--- src/rtl/seg7_capture_if.sv ---
// Bundles the signals between a multiplexed 7-segment display driver and the
// capture block: the scanned anode/cathode lines towards the block, and the
// decoded frame, pulses and status coming back out of it.
//   master : display driver / observer (drives anodes, cnodes)
//   slave  : seg7_capture (drives data, valid, err, err_cnt, digit_mask)
interface seg7_capture_if #(
  parameter int DIGITS = 8
);
  logic [DIGITS-1:0]   anodes;      // active-low digit select, bit i -> nibble i
  logic [7:0]          cnodes;      // active-low {dp,g,f,e,d,c,b,a}
  logic [4*DIGITS-1:0] data;        // last complete decoded frame
  logic                valid;       // one-cycle pulse when data updates
  logic                err;         // one-cycle pulse per rejected digit
  logic [7:0]          err_cnt;     // rejected digits, saturating at 255
  logic [DIGITS-1:0]   digit_mask;  // digits captured in the current frame

  modport master (
    output anodes, cnodes,
    input  data, valid, err, err_cnt, digit_mask
  );

  modport slave (
    input  anodes, cnodes,
    output data, valid, err, err_cnt, digit_mask
  );
endinterface

--- src/rtl/seg7_capture.sv ---
// Purpose: snoops a multiplexed 7-segment display and rebuilds the hex value shown.
// Latency: digit lands in shadow 1 cycle after its SETTLE-th identical registered sample.
// Backpressure: none; pure observer, frames and errors are one-cycle pulses.
//
// Ports:
//   clk, rst_n : single clock, asynchronous active-low reset
//   bus        : seg7_capture_if slave modport
//                anodes/cnodes in; data, valid, err, err_cnt, digit_mask out
module seg7_capture #(
  parameter int DIGITS = 8,
  parameter int SETTLE = 4
) (
  input  logic            clk,
  input  logic            rst_n,
  seg7_capture_if.slave   bus
);

  localparam logic [7:0] SETTLE_C = 8'(SETTLE);

  typedef enum logic [1:0] {
    ST_WAIT,
    ST_COUNT,
    ST_HOLD
  } state_t;

  // Registered copies of the display lines; every decision uses these.
  logic [DIGITS-1:0]   an_q;
  logic [6:0]          seg_q;
  logic                unused_dp;

  // Candidate sample under test and how many times it has been seen in a row.
  logic [DIGITS-1:0]   cand_an_q;
  logic [6:0]          cand_seg_q;
  logic [7:0]          cnt_q, cnt_d;
  state_t              state_q, state_d;
  logic                cand_load;
  logic                eval;

  logic [4*DIGITS-1:0] shadow_q, shadow_nx;
  logic [4*DIGITS-1:0] data_q;
  logic [DIGITS-1:0]   mask_q, mask_nx;
  logic                valid_q;
  logic                err_q;
  logic [7:0]          err_cnt_q;

  logic [DIGITS-1:0]   lo;
  logic                any_low;
  logic                single_low;
  logic                same;
  logic [7:0]          cnt_inc;
  logic                glyph_hit;
  logic [3:0]          glyph_nib;
  logic                eval_ok;
  logic                eval_bad;
  logic                frame_done;

  // The decimal point never influences capture.
  assign unused_dp = bus.cnodes[7];

  // Input registers reset to all ones so the block starts from a blank display.
  always_ff @(posedge clk or negedge rst_n) begin
    if (!rst_n) begin
      an_q  <= '1;
      seg_q <= '1;
    end else begin
      an_q  <= bus.anodes;
      seg_q <= bus.cnodes[6:0];
    end
  end

  assign lo         = ~an_q;
  assign any_low    = (lo != '0);
  // Exactly one bit set: non-zero and clearing the lowest set bit leaves zero.
  assign single_low = any_low && ((lo & (lo - DIGITS'(1))) == '0);
  assign same       = (an_q == cand_an_q) && (seg_q == cand_seg_q);
  assign cnt_inc    = cnt_q + 8'd1;

  // Glyph decode of the active-low segment pattern {g,f,e,d,c,b,a}.
  always_comb begin
    glyph_hit = 1'b1;
    glyph_nib = 4'h0;
    case (seg_q)
      7'h40:   glyph_nib = 4'h0;
      7'h79:   glyph_nib = 4'h1;
      7'h24:   glyph_nib = 4'h2;
      7'h30:   glyph_nib = 4'h3;
      7'h19:   glyph_nib = 4'h4;
      7'h12:   glyph_nib = 4'h5;
      7'h02:   glyph_nib = 4'h6;
      7'h78:   glyph_nib = 4'h7;
      7'h00:   glyph_nib = 4'h8;
      7'h10:   glyph_nib = 4'h9;
      7'h08:   glyph_nib = 4'hA;
      7'h03:   glyph_nib = 4'hB;
      7'h46:   glyph_nib = 4'hC;
      7'h21:   glyph_nib = 4'hD;
      7'h06:   glyph_nib = 4'hE;
      7'h0E:   glyph_nib = 4'hF;
      default: glyph_hit = 1'b0;
    endcase
  end

  // Stability FSM. A run of identical non-blank samples is evaluated once,
  // on its SETTLE-th sample; HOLD then swallows the rest of that strobe.
  always_comb begin
    state_d   = state_q;
    cnt_d     = cnt_q;
    cand_load = 1'b0;
    eval      = 1'b0;
    case (state_q)
      ST_WAIT: begin
        if (any_low) begin
          cand_load = 1'b1;
          cnt_d     = 8'd1;
          state_d   = ST_COUNT;
        end
      end
      ST_COUNT: begin
        if (same) begin
          cnt_d = cnt_inc;
          if (cnt_inc == SETTLE_C) begin
            eval    = 1'b1;
            state_d = ST_HOLD;
          end
        end else if (!any_low) begin
          cnt_d   = 8'd0;
          state_d = ST_WAIT;
        end else begin
          cand_load = 1'b1;
          cnt_d     = 8'd1;
        end
      end
      ST_HOLD: begin
        // Leaving HOLD re-runs the WAIT entry test on this same sample so a
        // strobe that starts right after another loses no cycle.
        if (!same) begin
          if (any_low) begin
            cand_load = 1'b1;
            cnt_d     = 8'd1;
            state_d   = ST_COUNT;
          end else begin
            cnt_d   = 8'd0;
            state_d = ST_WAIT;
          end
        end
      end
      default: begin
        cnt_d   = 8'd0;
        state_d = ST_WAIT;
      end
    endcase
  end

  always_ff @(posedge clk or negedge rst_n) begin
    if (!rst_n) begin
      state_q    <= ST_WAIT;
      cnt_q      <= 8'd0;
      cand_an_q  <= '1;
      cand_seg_q <= '1;
    end else begin
      state_q <= state_d;
      cnt_q   <= cnt_d;
      if (cand_load) begin
        cand_an_q  <= an_q;
        cand_seg_q <= seg_q;
      end
    end
  end

  assign eval_ok  = eval && single_low && glyph_hit;
  assign eval_bad = eval && !eval_ok;

  // Next shadow/mask if the current sample is accepted. lo is one-hot here.
  always_comb begin
    shadow_nx = shadow_q;
    for (int i = 0; i < DIGITS; i++) begin
      if (lo[i]) begin
        shadow_nx[4*i +: 4] = glyph_nib;
      end
    end
  end

  assign mask_nx    = mask_q | lo;
  assign frame_done = eval_ok && (&mask_nx);

  // Frame completion publishes the shadow including the nibble just decoded,
  // so data, valid and the cleared mask all appear together.
  always_ff @(posedge clk or negedge rst_n) begin
    if (!rst_n) begin
      shadow_q  <= '0;
      data_q    <= '0;
      mask_q    <= '0;
      valid_q   <= 1'b0;
      err_q     <= 1'b0;
      err_cnt_q <= 8'd0;
    end else begin
      valid_q <= frame_done;
      err_q   <= eval_bad;
      if (eval_ok) begin
        shadow_q <= shadow_nx;
        if (frame_done) begin
          data_q <= shadow_nx;
          mask_q <= '0;
        end else begin
          mask_q <= mask_nx;
        end
      end
      if (eval_bad && (err_cnt_q != 8'hFF)) begin
        err_cnt_q <= err_cnt_q + 8'd1;
      end
    end
  end

  assign bus.data       = data_q;
  assign bus.valid      = valid_q;
  assign bus.err        = err_q;
  assign bus.err_cnt    = err_cnt_q;
  assign bus.digit_mask = mask_q;

endmodule

--- src/flat_wrapper.sv ---
// flat-port wrapper written by rule: the top's interface ports become plain ports
module seg7_capture_flat 
#(
  parameter int DIGITS = 8,
  parameter int SETTLE = 4
)
  (clk, rst_n, bus_anodes, bus_cnodes, bus_data, bus_valid, bus_err, bus_err_cnt, bus_digit_mask);
  seg7_capture_if #(.DIGITS(DIGITS)) bus_i ();
  input  logic clk;
  input  logic rst_n;
  input wire logic [$bits(bus_i.anodes)-1:0] bus_anodes;
  input wire logic [$bits(bus_i.cnodes)-1:0] bus_cnodes;
  output wire logic [$bits(bus_i.data)-1:0] bus_data;
  output wire logic [$bits(bus_i.valid)-1:0] bus_valid;
  output wire logic [$bits(bus_i.err)-1:0] bus_err;
  output wire logic [$bits(bus_i.err_cnt)-1:0] bus_err_cnt;
  output wire logic [$bits(bus_i.digit_mask)-1:0] bus_digit_mask;
  assign bus_i.anodes = bus_anodes;
  assign bus_i.cnodes = bus_cnodes;
  assign bus_data = bus_i.data;
  assign bus_valid = bus_i.valid;
  assign bus_err = bus_i.err;
  assign bus_err_cnt = bus_i.err_cnt;
  assign bus_digit_mask = bus_i.digit_mask;
  seg7_capture #(.DIGITS(DIGITS), .SETTLE(SETTLE)) u_core (.clk(clk), .rst_n(rst_n), .bus(bus_i));
endmodule
--- config.mk ---
export PLATFORM = sky130hd
export DESIGN_NAME = seg7_capture_flat
export DESIGN_NICKNAME = d
export VERILOG_FILES = /design/src/rtl/seg7_capture_if.sv /design/src/rtl/seg7_capture.sv /design/src/flat_wrapper.sv
export SDC_FILE = /design/constraint.sdc
export NUM_CORES = 1
export LEC_CHECK = 0
export BUFFER_PORTS_ARGS = -buffer_cell sky130_fd_sc_hd__buf_2
export CAP_MARGIN = 0
export CORE_MARGIN = 2
export CORE_UTILIZATION = 65
export CTS_BUF_LIST = sky130_fd_sc_hd__clkbuf_4
export CTS_CLUSTER_DIAMETER = 100
export CTS_CLUSTER_SIZE = 20
export DETAILED_ROUTE_END_ITERATION = 10
export PLACE_DENSITY = 0.87
export SLEW_MARGIN = 15
export SYNTH_ARGS = -nofsm -noshare
export SYNTH_HDL_FRONTEND = slang
export SYNTH_SLANG_ARGS = --single-unit
--- constraint.sdc ---
create_clock -name clk -period 5.3 [get_ports clk]
set_input_delay 1.325 -clock clk [delete_from_list [all_inputs] [get_ports clk]]
set_output_delay 1.325 -clock clk [all_outputs]
set_load 0.05 [all_outputs]
; ---- Word-level counts from Yosys, hierarchy flattened
; Index checks and enable logic that the tools add are counted.
; W data, S select, Z words.
[word_totals]
output_inout_bits = 50
ff_bits = 122
wordCells = 90
inputBits = 18
[op_classes]
n_eq_ne = 25
n_bitwise = 3
muxes = 29
n_reduce_logical = 18
add_sub_neg = 3
[ops]
columns = op, n
row1 = $pmux W4 S15, 1
row2 = $mux W4, 8
row3 = $mux W8, 4
row4 = $eq A7 B7 Y1 const B, 4
row5 = $pmux W8 S3, 1
row6 = $eq A7 B5 Y1 const B, 3
row7 = $eq A7 B6 Y1 const B, 3
row8 = $add A8 B1 Y8 const B, 2
row9 = $reduce_or A16 Y1, 1
row10 = $eq A7 B2 Y1 const B, 2
row11 = $eq A7 B4 Y1 const B, 2
row12 = $mux W2, 5
row13 = $and A8 B8 Y8, 1
row14 = $eq A8 B3 Y1 const B, 1
row15 = $eq A8 B8 Y1, 1
row16 = $logic_not A8 Y1, 1
row17 = $mux W1, 8
row18 = $ne A8 B8 Y1 const B, 1
row19 = $not A8 Y8, 1
row20 = $or A8 B8 Y8, 1
row21 = $reduce_and A8 Y1, 1
row22 = $reduce_bool A8 Y1, 1
row23 = $sub A8 B1 Y8 const B, 1
row24 = $eq A7 B3 Y1 const B, 1
row25 = 15 further kinds, 23

; ---- Longest topological paths before layout
[logic_depth]
depth_word = 10
ltp_mapped = 10

; ---- Worst setup path after synthesis
; Ideal clock, no wire load.
[synth_path]
path_kind = reg2reg
from = register u_core.seg_q[5]
to = register u_core.shadow_q[10]
n_path_buf = 3
t_arrival_ps = 2324
slack_ps = 2851
period_less_slack_ps = 2449
path_stages_with_launch = 10
cell_sequence = dfstp_2 -> buf_4 -> nand2b_1 -> or4_1 -> nand4_2 -> o211ai_2 -> or2_1 -> buf_6 -> buf_6 -> mux2_4
[synth_between]
elab_chain_len = 6
[synth_lines]
columns = element, line_no
row1 = start: declaration, seg7_capture.sv:28  ; logic [6:0] seg_q;
row2 = start signal: assignment, seg7_capture.sv:67  ; seg_q <= bus.cnodes[6:0];
row3 = $eq A7 B7 Y1, seg7_capture.sv:75  ; assign same = (an_q == cand_an_q) && (seg_q == cand_seg_q);
row4 = $logic_and A1 B1 Y1, seg7_capture.sv:75
row5 = $mux W1, seg7_capture.sv:119  ; if (same) begin
row6 = $mux W1, seg7_capture.sv:110  ; case (state_q)
row7 = $logic_and A1 B1 Y1 (2 in series), seg7_capture.sv:170  ; assign eval_ok = eval && single_low && glyph_hit;
row8 = end signal: assignment, seg7_capture.sv:200  ; shadow_q <= shadow_nx;
row9 = end: declaration, seg7_capture.sv:39  ; logic [4*DIGITS-1:0] shadow_q, shadow_nx;
; Parallel ways exist; a longest one is shown, timed or not.
; A chain may end at the register's enable or synchronous reset.

; ---- Worst setup path after layout
[layout_path]
from = register u_core.an_q[1]
to = register u_core.data_q[27] (netlist: u_core.bus.data[27])
[layout_between]
elab_chain_len = 9
[layout_lines]
columns = element, line_no
row1 = start: declaration, seg7_capture.sv:27  ; logic [DIGITS-1:0] an_q;
row2 = start signal: assignment, seg7_capture.sv:66  ; an_q <= bus.anodes;
row3 = $not A8 Y8, seg7_capture.sv:71  ; assign lo = ~an_q;
row4 = $sub A8 B1 Y8, seg7_capture.sv:74  ; assign single_low = any_low && ((lo & (lo - DIGITS'(1))) == '0);
row5 = $and A8 B8 Y8, seg7_capture.sv:74
row6 = $logic_not A8 Y1, seg7_capture.sv:74
row7 = $logic_and A1 B1 Y1, seg7_capture.sv:74
row8 = $logic_and A1 B1 Y1 (2 in series), seg7_capture.sv:170
row9 = $logic_and A1 B1 Y1, seg7_capture.sv:184  ; assign frame_done = eval_ok && (&mask_nx);
row10 = $reduce_and A2 Y1 (no source line) (*), --
row11 = end signal: assignment, seg7_capture.sv:202  ; data_q <= shadow_nx;
row12 = end: declaration, seg7_capture.sv:40  ; logic [4*DIGITS-1:0] data_q;
; Every way passes the cells marked *; elsewhere a longest branch is shown, timed or not.

==> key figures <==
Detailed routing
  • Vias per cell: 6.07
  • DR iter-0 viols: around 250
  • Routed len/inst: approximately 19 µm
  • DR pass1 iterations: 4
  • ANT nets after route: 0
  • Detailed-route via count: between 3,000 and 4,000
  • Drc violations: 0
  • Detailed Route WL: ~12,000 µm

Clocking
  • CTS sink cnt: between 100 and 150
  • Post-CTS Setup Inserts: 0
  • Clk root buf: clkbuf_4
  • Clock Latency Late Sink: 0.51 ns
  • H-tree depth: 4
  • CTS buffer count: 17
  • Cts repair resizes: 0
  • CTS clk-pin slew, worst paths: roughly 0.11 ns
  • CTS tree: done
  • Clock tree buffer depth: 2
  • Hold_buf cts: 0

Global route
  • Pin count of the biggest net entering global routing: 50
  • Vias in the first global route: 4,035
  • Initial antenna violation count: 0
  • First-pass GRT wire length: about 20,000 µm
  • Global Route Usage Sum: 0.260
  • Overflow after GRT: 0

Cells and area
  • Multi-input gate area: about 2600 µm²
  • Layout cells sized above 1: 0.468
  • Inserted Diodes: 0
  • Final net count: 554
  • Synthesis-to-finish area growth: 10.7%
  • Fill cells: approximately 570
  • Register area: ~3100 µm²

Die
  • Die width: around 100 µm
  • Row count: 34
  • Core ar.: 8810 µm²
  • I/O pin total: ~70
  • Die area: just under 10,000 µm²
  • Die height: around 100 µm
  • Initial Utilization: 0.676

STA
  • Final WS setup: 2.26 ns
  • Final count of negative-setup-slack endpoints: 0
  • RSZ-0062 raised after global routing: no
  • Crit path time final: approximately 3 ns
  • Slew Limit Fails: 0
  • Layout Skew: 0.0196 ns
  • Max_slew headroom: 0.276
  • Fin. Hold Viols: 0
  • Fmax: ~0.33 GHz
  • Final setup TNS: 0 ns
  • Crit share post-route: 0.574
  • Least-Margin Pin Slew: around 1.1 ns

Run status
  • Outcome: complete, no violations

Yosys
  • Most used standard cell by instance count after synthesis: dfrtp_1
  • Net Count, Synth: just under 500
  • Sequential share of the synthesized area: 0.519
  • Mapped Area: ~6000 µm²
  • Mapped Cells: around 470
  • Synth top area share: 0.387
  • Top cells by area, synth: dfrtp_1, mux2_2, dfstp_2
  • Ys async rst share: 1.00
  • #FFs+latches synth: ~120
  • Cell taking the most area after synthesis: dfrtp_1
  • Synth unique cells: 60
  • Synth warn: 0
  • Syn_area_per_cell: around 13 µm²
  • Most frequent cells after synthesis: dfrtp_1, mux2_2, dfstp_2
  • Main synth FF type: dfrtp_1
  • Post-synth EDFFs: 0

Worst setup path
  • Max incr delay on CP: roughly 0.7 ns
  • Worst Setup End Kind: register
  • WP buf/inv: 1
  • Arr. time, crit path: roughly 3.4 ns
  • Cell family with the largest share of critical-path delay: simple AND/OR/NAND/NOR gates
  • Crit Path Category: reg -> reg
  • Critical Path RT: around 5.7 ns
  • Worst path cell trace: xor2_1 -> nor4_2 -> and4_1 -> nand3_1 -> nor3_4 -> buf_4 -> mux2_2
  • Slowest stage cell on the critical path: dfstp_2
  • Max Fanout on Critical Path: 40
  • Critical Path Source Type: register

Min path
  • Hold crit path type: reg -> reg

Place
  • Post-place setup slack: 2.36 ns
  • I/O Buffers: between 60 and 70
  • Hpwl dp: 8140 µm
  • RePlAce Congestion: 0.852

Run
  • Max cap viols: 0

Power
  • Static Leakage: about 3.4 nW
  • PwrDens: approximately 300 nW/µm²
  • Worst VDD drop: around 0.22 mV
[stage by stage]
step | instance area (µm²) | power, mW | cells | hold slack [ns] | utilization
after floorplan | 5950 | 1.29 | 467 | 0.447 | -
after global placement | 6310 | 1.34 | 619 | 0.455 | 0.716
after detailed placement | 6310 | 1.36 | 619 | 0.458 | 0.716
after CTS | 6590 | 2.02 | 649 | 0.473 | 0.748
after global routing | 6590 | 2.09 | 649 | 0.494 | 0.748
final | 6590 | 2.01 | 649 | 0.473 | 0.748
[sequential cells by signal, summed over array words and instances (netlist names), 7 cells and up]
register	flops
u_core.shadow_q	32
u_core.bus.digit_mask	8
u_core.cnt_q	8
u_core.bus.data	32
u_core.bus.err_cnt	8
u_core.cand_seg_q	7
u_core.seg_q	7
u_core.cand_an_q	8
u_core.an_q	8
[where the power goes]
group	switching, mW	internal (mW)
clock	0.350	0.319
sequential	0.0590	1.03
combinational	0.126	0.125
[layout make-up]
| cell class | count | area share |
|---|---|---|
| Inverter | 15 | 0.00854 |
| Multi-Input combinational cell | 302 | 0.402 |
| Clock buffer | 17 | 0.0194 |
| Sequential cell | 122 | 0.469 |
| Clock inverter | 13 | 0.0234 |
| Tap cell | 108 | 0.0205 |
| Timing Repair Buffer | 72 | 0.0573 |
[cell families after synthesis]
logic type | after synthesis | share of synthesized area
and+or+nand+nor | 105 | 0.105
AOI/OAI and AO/OA | 55 | 0.0662
xor gates and xnor gates | 23 | 0.0338
adders and majority gates | 6 | 0.0126
DFF | 122 | 0.519
muxes | 113 | 0.226
buffers and inverters | 43 | 0.0370
[per-layer routing]
metal  wire, µm  global-route usage
met2       5920               0.413
met5          0                   0
met4        264              0.0969
met1       5300               0.349
met3        555              0.0682
[worst register-to-register path: stages (launching register included)]
cell	delay, ns
dfstp_2	0.70
xor2_1	0.12
nor4_2	0.33
and4_1	0.44
nand3_1	0.28
nor3_4	0.18
buf_4	0.47
mux2_2	0.42
[path summary, 6_finish.rpt]
kind | start | endpoint | slack, ns | cells past startpoint
max | u_core.an_q[1] | u_core.bus.data[27] | 2.26 | 7
min | u_core.cand_an_q[6] | u_core.cand_an_q[6] | 0.47 | 2
max reg2reg | u_core.an_q[1] | u_core.bus.data[27] | 2.26 | 7
min reg2reg | u_core.cand_an_q[6] | u_core.cand_an_q[6] | 0.47 | 2
max in group asynchronous | rst_n | u_core.bus.digit_mask[0] | 3.53 | 2
min in group asynchronous | rst_n | u_core.bus.err_cnt[0] | 0.78 | 1
[layout by cell type (no fill, tap or decap), types with 9 or more instances in the layout]
cell type	instances
a21oi_1	9
buf_2	65
clkbuf_4	17
dfrtp_1	92
dfstp_2	30
inv_1	15
mux2_2	91
mux2_4	20
nand2_1	14
nand3_1	9
nor2_1	16
nor3_1	12
o21ai_0	10
xor2_1	22
Note: power is estimated with default switching activity, not from simulation.
